**src/rtl/alu_sequencer.sv**
```systemverilog
`default_nettype none
// ============================================================================
// Module   : alu_sequencer
// Brief    : Issues 16-bit instructions to an external 8-bit ALU, runs
//            MUL/LDI/traps locally and writes results back to a 4x8 regfile.
// Revision : 1.0
// ============================================================================
module alu_sequencer (
  input  logic        clk,
  input  logic        rst,
  input  logic [15:0] instr,
  input  logic        instr_valid,
  output logic        instr_ready,
  output logic [3:0]  alu_opcode,
  output logic [7:0]  alu_op1,
  output logic [7:0]  alu_op2,
  input  logic [7:0]  alu_result,
  output logic        done,
  output logic [7:0]  result,
  output logic        zero,
  output logic        err
);

  localparam logic [1:0] c_IDLE = 2'd0;
  localparam logic [1:0] c_EXEC = 2'd1;
  localparam logic [1:0] c_MUL  = 2'd2;
  localparam logic [1:0] c_WB   = 2'd3;

  localparam logic [3:0] c_OP_MUL  = 4'b0011;
  localparam logic [3:0] c_OP_ILL0 = 4'b0100;
  localparam logic [3:0] c_OP_LDI  = 4'b1011;
  localparam logic [3:0] c_OP_ILL1 = 4'b1111;

  logic [1:0]      r_state;
  logic [3:0][7:0] r_rf;
  logic [3:0]      r_op;
  logic [1:0]      r_dst;
  logic [7:0]      r_imm;
  logic [7:0]      r_a;
  logic [7:0]      r_b;
  logic [7:0]      r_wb;
  logic [7:0]      r_acc;
  logic [7:0]      r_mcand;
  logic [7:0]      r_mplier;
  logic [2:0]      r_cnt;
  logic [7:0]      r_result;
  logic            r_zero;
  logic            r_err;

  logic            w_illegal;
  logic            w_mul;
  logic            w_ldi;
  logic [7:0]      w_acc_next;

  assign w_illegal  = (r_op == c_OP_ILL0) || (r_op == c_OP_ILL1);
  assign w_mul      = (r_op == c_OP_MUL);
  assign w_ldi      = (r_op == c_OP_LDI);
  assign w_acc_next = r_acc + (r_mplier[0] ? r_mcand : 8'h00);

  // Only genuine ALU-class opcodes reach the ALU, and only while in EXEC.
  always_comb begin
    alu_opcode = 4'b0000;
    if (r_state == c_EXEC && !w_illegal && !w_mul && !w_ldi)
      alu_opcode = r_op;
  end

  assign instr_ready = (r_state == c_IDLE);
  assign done        = (r_state == c_WB) || ((r_state == c_EXEC) && w_illegal);
  assign alu_op1     = r_a;
  assign alu_op2     = r_b;
  assign result      = r_result;
  assign zero        = r_zero;
  assign err         = r_err;

  always_ff @(posedge clk) begin
    if (rst) begin
      r_state  <= c_IDLE;
      r_rf     <= '0;
      r_op     <= '0;
      r_dst    <= '0;
      r_imm    <= '0;
      r_a      <= '0;
      r_b      <= '0;
      r_wb     <= '0;
      r_acc    <= '0;
      r_mcand  <= '0;
      r_mplier <= '0;
      r_cnt    <= '0;
      r_result <= '0;
      r_zero   <= 1'b1;
      r_err    <= 1'b0;
    end else begin
      case (r_state)
        c_IDLE: begin
          if (instr_valid) begin
            r_op    <= instr[15:12];
            r_dst   <= instr[11:10];
            r_imm   <= instr[7:0];
            r_a     <= r_rf[instr[9:8]];
            r_b     <= r_rf[instr[7:6]];
            r_state <= c_EXEC;
          end
        end
        c_EXEC: begin
          if (w_illegal) begin
            r_err   <= 1'b1;
            r_state <= c_IDLE;
          end else if (w_ldi) begin
            r_wb    <= r_imm;
            r_state <= c_WB;
          end else if (w_mul) begin
            r_acc    <= '0;
            r_mcand  <= r_a;
            r_mplier <= r_b;
            r_cnt    <= '0;
            r_state  <= c_MUL;
          end else begin
            r_wb    <= alu_result;
            r_state <= c_WB;
          end
        end
        c_MUL: begin
          // LSB-first shift-add; bits shifted past bit 7 are the discarded overflow.
          r_acc    <= w_acc_next;
          r_mcand  <= r_mcand << 1;
          r_mplier <= r_mplier >> 1;
          r_cnt    <= r_cnt + 3'd1;
          if (r_cnt == 3'd7) begin
            r_wb    <= w_acc_next;
            r_state <= c_WB;
          end
        end
        c_WB: begin
          r_rf[r_dst] <= r_wb;
          r_result    <= r_wb;
          r_zero      <= (r_wb == 8'h00);
          r_state     <= c_IDLE;
        end
        default: r_state <= c_IDLE;
      endcase
    end
  end

endmodule
`default_nettype wire
```
**config.mk**
```make
export PLATFORM = sky130hd
export DESIGN_NAME = alu_sequencer
export DESIGN_NICKNAME = d
export VERILOG_FILES = /design/src/rtl/alu_sequencer.sv
export SDC_FILE = /design/constraint.sdc
export NUM_CORES = 1
export LEC_CHECK = 0
export CORE_MARGIN = 2
export CORE_UTILIZATION = 50
export CTS_BUF_LIST = sky130_fd_sc_hd__clkbuf_2
export DETAILED_ROUTE_END_ITERATION = 8
export GPL_TIMING_DRIVEN = 1
export PLACE_DENSITY_LB_ADDON = 0.25
export SYNTH_ARGS = -nofsm -noshare
export SYNTH_HDL_FRONTEND = slang
export SYNTH_SLANG_ARGS = --single-unit
```
**constraint.sdc**
```tcl
create_clock -name clk -period 3.7 [get_ports clk]
set_input_delay 0.74 -clock clk [delete_from_list [all_inputs] [get_ports clk]]
set_output_delay 0.74 -clock clk [all_outputs]
set_load 0.02 [all_outputs]
```
==> impl_results.md, run 1 <==
- Outcome: finished clean
- Hold Path Class: flip-flop to flip-flop
- DRT Pass-1 Iters: 5
- EDFF count, synth: 0
- Ports: 59
- HP Start: r_mcand[0]
- Sequential area share after synthesis: 44.1%
- Hpwl dp: 8560 um
- Clock latency on the worst-skew pair: 560 ps
- Commonest non-fill, non-tap cell in the layout: nand2_1
- Synth warn: 0
- Port-buffer cells: 58
- Tot Pwr: ~2.1 mW
- Post-DRT Antenna Nets: 0
- Finished Layout Cells: 774
- Chip width: approximately 100 um
- Final min period: between 3000 and 4000 ps
- #FFs+latches synth: about 110
- WL final: 11800 um
- Placed cell count: ~760
- Worst Tran Pin Value: approximately 1000 ps
- Initial Utilization: 51.0%
- Power share of the combinational group: 12.9%
- Footprint of the multi-input gates: between 2000 and 3000 um2
- Nets@finish: ~670
- Synth unique cells: between 40 and 50
- Hold_ws: ~450 ps
- Sequential power share: 61.3%
- Power Dens Cells: 368 nW/um2
- Startpoint types: flip-flop
- Number of setup buffers added after CTS: 0
- P_int: 1.48 mW
- Slew margin rel.: approximately a third
- Setup repair after global routing missed its margin: no
- Post-cts resize count: 0
- Final setup violation count: 0
- Die area: between 10000 and 15000 um2
- Register-to-register setup slack: roughly 1200 ps
- Hold buffers post-CTS: 0
- Setup Skew: 46.6 ps
- Hold path depth: 2
- CTS tree: yes
- Worst EP arrival: 2430 ps
- Synth Area per Inst: roughly 8.1 um2
- Reg2reg path depth: 7
- TritonCTS buffer count: 9
- Rows: 36
- Via density: 5.56
- # DRC: 0
- Clock power frac: 25.8%
- Total GRT Usage: a little under a quarter
- Worst R2R End: r_acc[7]
- Synth Cell Area: roughly 4900 um2
- Fmax: between 300 and 400 MHz
- Ys flop type: dfxtp_1
- Post-synth net total: 645
- Core area: approximately 9700 um2
- Number of diodes: 0
- Number of global-route vias before repair: 3929
- Fillers: 906
- H-tree lvl count: 3
- Clock sinks: 109
- Area grow syn2layout: 14.4%
- Sw power: 598 uW
- CP Capture Type: primary output
- Leakage Power: 1.96 nW
- Maximum vdd ir drop: 0.180 mV
- Cells after Synth: 608
- Total grt overflow: 0
- Maximum number of pins on one net before global-route repair: 89
- FFs w/ async S/R, synth: 0%
- Area occupied by registers: 2180 um2
- Worst r2r src: r_mplier[0]
- Root buffer cell: clkbuf_2
- Max-cap viol count: 0
- Placed instance area: roughly 5500 um2
- Routability Congestion: 0.835
- Hold Path End: r_mcand[1]
- Worst Path Max Fanout: 7
- Initial DRC count: 249
- Period utilization: 85.7%
- CP Class: flip-flop to primary output
- Design area: 5660 um2
- Vias post-DR: 4301
- Switching share of total power: 28.7%
- CP Data Required Time: 2960 ps
- Initial antenna violation count: 0
- Clock transition at path regs: ~280 ps
- First-pass GRT wire length: 19200 um
- Hold Fails Final Rpt: 0
- CTS max path bufs: 2
- Avg WL per Cell: 15.3 um
- Setup_tns: 0 ps
- Most frequent cells in the layout: nand2_1 (202), dfxtp_1 (109), a21oi_1 (90)
- Die Ht: between 100 and 150 um
- Layout cell share with drive strength beyond 1: 6.55%
- Final Max Slew Viols: 0
-- routing by layer --
metal | part of all wire (%) | vias up | track usage (%)
met5 | 0 | - | 0
li1 | - | 2142 | -
met2 | 48 | 103 | 37.1
met1 | 45 | 2037 | 31.7
met4 | 1.9 | 0 | 7.69
met3 | 4.7 | 19 | 4.37
-- power groups by stage --
| stage | clock network, mW | registers (mW) | logic [mW] |
|---|---|---|---|
| 2_1_floorplan | 0 | 1.28 | 0.195 |
| 3_3_place_gp | 0 | 1.29 | 0.262 |
| 3_5_place_dp | 0 | 1.30 | 0.267 |
| 4_1_cts | 0.553 | 1.28 | 0.268 |
| 5_1_grt | 0.593 | 1.29 | 0.298 |
| 6_report | 0.537 | 1.28 | 0.268 |
-- kinds of logic (layout without fill, tap and decap cells) --
group / Yosys count / after routing / synth area share, %
xor+xnor: 7 / 7 / 1.24
flops: 109 / 109 / 44.1
simple gates: 281 / 281 / 23.7
mux: 26 / 26 / 9.34
buf+inv: 44 / 77 / 3.42
fa+ha+maj: 10 / 10 / 2.68
compound gates: 131 / 131 / 15.5
-- Yosys cell counts (4+ instances only) --
cell type,number,area share (%)
o21ai_0,7,0.71
ha_1,9,2.3
dfxtp_1,109,44
mux2i_1,9,1.8
xor2_1,5,0.89
nand2_1,202,15
a21oi_1,90,9.1
clkbuf_1,39,3.0
nor2_1,33,2.5
nand3_1,7,0.71
and2_1,10,1.3
mux4_2,16,7.3
nor4_1,4,0.51
a311oi_1,14,2.5
nand2b_1,5,0.63
-- critical path, stage by stage (launching register included) --
cell and delay [ps]:
dfxtp_1 410, or2_2 320, o21ai_0 200, nor2b_1 220
nand2b_1 130, clkdlybuf4s50_1 630
-- how the worst max path moves through the flow --
| stage | from | end | slack [ps] | cells past startpoint |
|---|---|---|---|---|
| 2_1_floorplan | r_mplier[0] | r_acc[7] | 1450 | 7 |
| 6_report | r_op[0] | done | 530 | 5 |
| 4_1_cts | r_op[0] | done | 480 | 5 |
| 3_5_place_dp | r_op[0] | done | 1120 | 5 |
| 5_1_grt | r_state[0] | done | 320 | 5 |
| 3_3_place_gp | r_op[0] | done | 1170 | 5 |
-- flip-flops by register name, summed over array words and instances, names as in the netlist, named ones only --
| register | cells |
|---|---|
| r_wb | 8 |
| r_acc | 8 |
| r_rf | 32 |
| r_mplier | 8 |
| r_imm | 8 |
| result | 8 |
| alu_op1 | 8 |
| r_op | 4 |
| zero | 1 |
| r_mcand | 8 |
| r_state | 1 |
| err | 1 |
| r_cnt | 3 |
| r_dst | 2 |
| alu_op2 | 8 |
-- stage by stage --
step           util (%)  setup WS [ps]
4_1_cts            58.4            479
3_5_place_dp       57.3           1120
2_1_floorplan         -           1450
3_3_place_gp       57.3           1170
6_report           58.4            528
5_1_grt            58.4            324
-- layout make-up --
type | count | share of cell area, %
clock inverter | 5 | 1.04
multi-input combinational | 455 | 45.9
tap | 133 | 2.94
inverter | 1 | 0.0664
clock buffer | 10 | 0.885
sequential | 109 | 38.6
timing repair buffer | 61 | 10.6
(Power assumes the default switching activity.)
==> run 2: changes to the inputs <==
--- a/config.mk
+++ b/config.mk
@@ -11,6 +11,7 @@
 export DETAILED_ROUTE_END_ITERATION = 8
 export GPL_TIMING_DRIVEN = 1
 export PLACE_DENSITY_LB_ADDON = 0.25
+export SKIP_CTS_REPAIR_TIMING = 1
 export SYNTH_ARGS = -nofsm -noshare
 export SYNTH_HDL_FRONTEND = slang
 export SYNTH_SLANG_ARGS = --single-unit
==> results of run 2 <==
Same layout as run 1: the final DEF is identical, and so are final timing and power.
